$ cat config.mk
export PLATFORM = sky130hd
export DESIGN_NAME = aes_round_sequencer
export DESIGN_NICKNAME = d
export VERILOG_FILES = /design/src/rtl/aes_round_sequencer.sv
export SDC_FILE = /design/constraint.sdc
export NUM_CORES = 1
export LEC_CHECK = 0
export CORE_ASPECT_RATIO = 1.4
export CORE_MARGIN = 2
export CORE_UTILIZATION = 54
export DETAILED_ROUTE_END_ITERATION = 16
export MAX_ROUTING_LAYER = met4
export PLACE_DENSITY_LB_ADDON = 0.12
export SYNTH_ARGS = -nofsm -noshare
export SYNTH_HDL_FRONTEND = slang
export SYNTH_SLANG_ARGS = --single-unit
$ cat constraint.sdc
create_clock -name sys_clk -period 4.3 [get_ports sys_clk]
set_input_delay 1.29 -clock sys_clk [delete_from_list [all_inputs] [get_ports sys_clk]]
set_output_delay 1.29 -clock sys_clk [all_outputs]
set_load 0.005 [all_outputs]
$ cat src/rtl/aes_round_sequencer.sv
// AES-128 round sequencer: steps the external round datapath through AddRoundKey, 9 full rounds and the final round.
// Optional AES_SELFCHECK_EN: after an encrypt job, an automatic decrypt pass runs and the recovered plaintext is compared.
`timescale 1ns/1ps
module aes_round_sequencer #(
    parameter int NROUNDS = 10,
    parameter int TIMEOUT = 255
) (
    input  logic       sys_clk,
    input  logic       sys_rst,
    input  logic       req_valid,
    output logic       req_ready,
    input  logic       req_decrypt,
    output logic       rnd_go,
    output logic [3:0] rnd_idx,
    output logic [1:0] rnd_kind,
    output logic       rnd_dec,
    output logic [7:0] rcon,
    input  logic       rnd_done,
    output logic       busy,
    output logic       rsp_valid,
    input  logic       rsp_ready,
`ifdef AES_SELFCHECK_EN
    input  logic       cmp_match,
    output logic       chk_fail,
`endif
    output logic       rsp_err
);

    typedef enum logic [1:0] {
        S_IDLE,
        S_ISSUE,
        S_WAIT,
        S_RESP
    } state_t;

    localparam logic [3:0] LAST_IDX   = 4'(NROUNDS);
    localparam logic [7:0] TMO_LAST   = 8'(TIMEOUT - 1);
    localparam logic [1:0] KIND_ARK   = 2'd0;
    localparam logic [1:0] KIND_FULL  = 2'd1;
    localparam logic [1:0] KIND_FINAL = 2'd2;

    state_t     state_reg, state_next;
    logic [3:0] idx_reg, idx_next;
    logic [1:0] kind_reg, kind_next;
    logic       dec_reg, dec_next;
    logic [7:0] cnt_reg, cnt_next;
    logic       err_reg, err_next;
`ifdef AES_SELFCHECK_EN
    logic       self_reg, self_next;
    logic       chk_reg, chk_next;
`endif

    always_ff @(posedge sys_clk or posedge sys_rst) begin
        if (sys_rst) begin
            state_reg <= S_IDLE;
            idx_reg   <= '0;
            kind_reg  <= KIND_ARK;
            dec_reg   <= 1'b0;
            cnt_reg   <= '0;
            err_reg   <= 1'b0;
`ifdef AES_SELFCHECK_EN
            self_reg  <= 1'b0;
            chk_reg   <= 1'b0;
`endif
        end else begin
            state_reg <= state_next;
            idx_reg   <= idx_next;
            kind_reg  <= kind_next;
            dec_reg   <= dec_next;
            cnt_reg   <= cnt_next;
            err_reg   <= err_next;
`ifdef AES_SELFCHECK_EN
            self_reg  <= self_next;
            chk_reg   <= chk_next;
`endif
        end
    end

    always_comb begin
        state_next = state_reg;
        idx_next   = idx_reg;
        kind_next  = kind_reg;
        dec_next   = dec_reg;
        cnt_next   = cnt_reg;
        err_next   = err_reg;
`ifdef AES_SELFCHECK_EN
        self_next  = self_reg;
        chk_next   = chk_reg;
`endif
        case (state_reg)
            S_IDLE: begin
                if (req_valid) begin
                    // Decrypt walks the key schedule backwards, starting from the last round key
                    dec_next   = req_decrypt;
                    idx_next   = req_decrypt ? LAST_IDX : 4'd0;
                    kind_next  = KIND_ARK;
                    err_next   = 1'b0;
`ifdef AES_SELFCHECK_EN
                    self_next  = 1'b0;
                    chk_next   = 1'b0;
`endif
                    state_next = S_ISSUE;
                end
            end
            S_ISSUE: begin
                cnt_next   = '0;
                state_next = S_WAIT;
            end
            S_WAIT: begin
                if (rnd_done) begin
                    if (kind_reg == KIND_FINAL) begin
`ifdef AES_SELFCHECK_EN
                        if (!dec_reg) begin
                            dec_next   = 1'b1;
                            idx_next   = LAST_IDX;
                            kind_next  = KIND_ARK;
                            self_next  = 1'b1;
                            state_next = S_ISSUE;
                        end else begin
                            chk_next   = self_reg & ~cmp_match;
                            state_next = S_RESP;
                        end
`else
                        state_next = S_RESP;
`endif
                    end else begin
                        idx_next   = dec_reg ? idx_reg - 4'd1 : idx_reg + 4'd1;
                        kind_next  = (dec_reg ? (idx_reg == 4'd1) : (idx_reg == LAST_IDX - 4'd1))
                                     ? KIND_FINAL : KIND_FULL;
                        state_next = S_ISSUE;
                    end
                end else if (cnt_reg == TMO_LAST) begin
                    // A done pulse on this same cycle takes priority above, so it is not an error
                    cnt_next   = cnt_reg + 8'd1;
                    err_next   = 1'b1;
`ifdef AES_SELFCHECK_EN
                    chk_next   = 1'b0;
`endif
                    state_next = S_RESP;
                end else begin
                    cnt_next = cnt_reg + 8'd1;
                end
            end
            S_RESP: begin
                if (rsp_ready) begin
                    err_next   = 1'b0;
`ifdef AES_SELFCHECK_EN
                    chk_next   = 1'b0;
`endif
                    state_next = S_IDLE;
                end
            end
            default: state_next = S_IDLE;
        endcase
    end

    // Rcon is the GF(2^8) power x^(idx-1); index 0 has no key-schedule step
    always_comb begin
        case (idx_reg)
            4'd1:    rcon = 8'h01;
            4'd2:    rcon = 8'h02;
            4'd3:    rcon = 8'h04;
            4'd4:    rcon = 8'h08;
            4'd5:    rcon = 8'h10;
            4'd6:    rcon = 8'h20;
            4'd7:    rcon = 8'h40;
            4'd8:    rcon = 8'h80;
            4'd9:    rcon = 8'h1b;
            4'd10:   rcon = 8'h36;
            default: rcon = 8'h00;
        endcase
    end

    assign req_ready = (state_reg == S_IDLE);
    assign busy      = (state_reg != S_IDLE);
    assign rnd_go    = (state_reg == S_ISSUE);
    assign rsp_valid = (state_reg == S_RESP);
    assign rnd_idx   = idx_reg;
    assign rnd_kind  = kind_reg;
    assign rnd_dec   = dec_reg;
    assign rsp_err   = err_reg;
`ifdef AES_SELFCHECK_EN
    assign chk_fail  = chk_reg;
`endif

endmodule

==> impl_metrics.yaml <==
yosys:
  synthesis.nets: 150
  ys.flop_type: "dfrtp_1"
  ys_seq_elements: 18
  synth_warnings: 0
  syn_inst: 131
  synth-async-reset-ratio: 1.00
  synth.distinct_cells: 38
  ys_seq_area_frac: 0.367
  syn_area_sq_um: 1230
  synth_edf_count: 0
  syn_avg_cell_area_sq_um: 9.36
worst_setup_path:
  critical_path_arrival_ns: 2.01
  r2r-end: "state_reg[1]$_DFFE_PP0P_"
  r2r_setup_slack_ns: 2.22
  crit_path_start_kind: "flop"
  required_ns: 3.01
  crit_type: "flop to output pin"
  r2r_cells: 5
  r2r-start: "state_reg[0]$_DFFE_PP0P_"
  cp-end-kind: "output pin"
  critPathMaxFanout: 8
cts:
  cts.sink_count: 18
  clk_pin_slew_ns: 0.11
  clk_path_buf_depth: 2
  cts_resized: 0
  ctsHoldBuffers: 0
  cts_buffers: 3
  cts_tree: "done"
  clk_latency_ns: 0.29
  htree_levels: 1
  root_buffer: "clkbuf_4"
  cts_setup_buffers: 0
hold_path:
  min-delay-start: "cnt_reg[7]$_DFFE_PP0P_"
  whs_path_depth: 1
  hold_class: "flop to flop"
  holdPathEnd: "cnt_reg[7]$_DFFE_PP0P_"
run_status:
  status: "finished, final reports clean"
final_layout:
  area_delta_synth_final_pct: 22.1
  largest_reg_flops: 8
  fillers: 183
  finalNetCount: 175
  fin_cells: 177
  n_antenna_cell: 0
  utilization: 0.696
  final_layout_size_suffix_gt1_frac: 0.0387
  multi_input_area_sq_um: 684
  regArea_sq_um: 450
routing:
  drcViolationCount: 0
  drtAntennaViolNets: 0
  drtIter0Drc: 20
  routed_via_density: 5.90
  vias: 1045
  wl_per_cell_um: 15.0
  first_pass_iters: 4
  wl_um: 2650
floorplanning:
  boundaryPins: 26
  die_area_sq_um: 2670
  initial_core_util: 0.570
  die_h_um: 60.4
  dieWidth_um: 44.3
  core_sq_um: 2150
  core.rowCount: 20
sta:
  post-route-period-util: 0.768
  finalCriticalPeriod_ns: 3.30
  setup_viol: 0
  fin_tns_setup_ns: 0
  worst_pin_slew_ns: 0.693
  hold_viol_final: 0
  drv_slew: 0
  whs_ns: 0.510
  fmax_mhz: 303
  skew_ns: 0.00367
  rsz0062_at_grt: "no"
  max_slew_margin: 0.538
placement:
  hpwl_um: 2110
  port_buffers: 25
  gp_congestion: 0.947
  place_inst: 173
global_routing:
  overflow: 0
  grt_util_all_layers: 0.237
  grt_pass1_wl_um: 4530
  grt_start_max_net_pins: 19
  antenna_found_initial: 0
  grt_pass1_vias: 1049
power:
  ir_drop_mv: 0.370
  p_int_w: 0.000610
  p_leak_nw: 0.708
  pwr-share-clk: 0.104
  p_switching_w: 0.000408
  power_frac_comb: 0.608
  finalPower_w: 0.00102
  powerDensity_nw_per_um2: 680
  p_sw_frac: 0.401
  seqPwrFrac: 0.288
run:
  drv_cap: 0
[cells by family after synthesis]
logic type / synth area share
AND/OR/NAND/NOR: 0.172
AO/OA/AOI/OAI: 0.190
buffers and inverters: 0.0745
flip-flops: 0.367
adder cells (fa/ha/maj): 0.133
XOR/XNOR: 0.0286
multiplexers: 0.0347
[area by class of cell]
class / count / area share
Multi-Input combinational cell: 95 / 0.457
Sequential cell: 18 / 0.301
Timing Repair Buffer: 25 / 0.167
Inverter: 13 / 0.0326
Clock buffer: 4 / 0.0242
Tap cell: 22 / 0.0184
[power by group through the flow]
stage	clock (W)	sequential (W)	combinational, W
2_1_floorplan	0	0.000270	0.000388
3_3_place_gp	0	0.000292	0.000602
3_5_place_dp	0	0.000296	0.000622
4_1_cts	0.000107	0.000292	0.000626
5_1_grt	0.000112	0.000305	0.000685
6_report	0.000106	0.000293	0.000619
[how the worst max path moves through the flow]
stage                                 from       to  slack (ns)  cells after the start
detailed placement  rnd_idx[0]$_DFFE_PP0P_  rcon[1]        1.37                      5
finish              rnd_idx[0]$_DFFE_PP0P_  rcon[1]         1.0                      5
global placement    rnd_idx[0]$_DFFE_PP0P_  rcon[1]        1.45                      5
global route        rnd_idx[0]$_DFFE_PP0P_  rcon[1]        0.95                      5
CTS                 rnd_idx[0]$_DFFE_PP0P_  rcon[1]        1.04                      5
floorplan           rnd_idx[1]$_DFFE_PP0P_  rcon[3]        1.89                      4
[layer usage]
metal | part of all wire | up-vias | track usage | wire length, um
met5 | 0 | - | - | 0
met4 | 0.027 | 0 | 0.117 | 72
met3 | 0.043 | 8 | 0.0208 | 113
met2 | 0.53 | 30 | 0.424 | 1390
met1 | 0.40 | 497 | 0.257 | 1070
li1 | - | 510 | - | -
[synth_stat cells, types with 2 or more instances]
cell type | count | area share
a21o_1 | 3 | 0.018
a21oi_1 | 7 | 0.029
a22o_1 | 4 | 0.029
and4b_1 | 2 | 0.016
buf_6 | 3 | 0.028
dfrtp_1 | 18 | 0.37
ha_1 | 13 | 0.13
inv_1 | 13 | 0.040
mux2_2 | 2 | 0.018
mux2i_1 | 2 | 0.016
nand2_1 | 6 | 0.018
nand2b_1 | 3 | 0.015
nand3_1 | 7 | 0.029
nand4_1 | 3 | 0.015
nor2_1 | 8 | 0.024
nor2b_1 | 2 | 0.010
nor3_1 | 2 | 0.0082
o21a_1 | 2 | 0.012
o21ai_0 | 8 | 0.033
o22ai_1 | 2 | 0.010
o2bb2ai_1 | 2 | 0.014
xnor2_1 | 2 | 0.014
xor2_1 | 2 | 0.014
[metrics by stage]
stage | area, sq um | setup slack [ns]
after global placement | 1460 | 1.45
after CTS | 1500 | 1.04
after global routing | 1500 | 0.947
final | 1500 | 0.997
after detailed placement | 1460 | 1.37
after floorplan | 1230 | 1.89
[worst max-delay path, cell delays in order, from the launching register on]
cell             delay, ns
dfrtp_1               0.49
inv_1                 0.15
ha_1                  0.38
mux2i_1               0.09
nor2_1                0.10
clkdlybuf4s50_1       0.51
[cell usage in the layout (no fill, tap or decap), drive strengths merged, types with 3 or more instances in the layout]
master / n
inv: 13
a21o: 3
ha: 13
a22o: 4
o21ai: 9
dfrtp: 18
clkdlybuf4s50: 25
nand2b: 3
a21oi: 7
nand3: 7
nand4: 3
clkbuf: 4
nand2: 6
nor2: 8
Note: power is estimated with default switching activity, not from simulation.
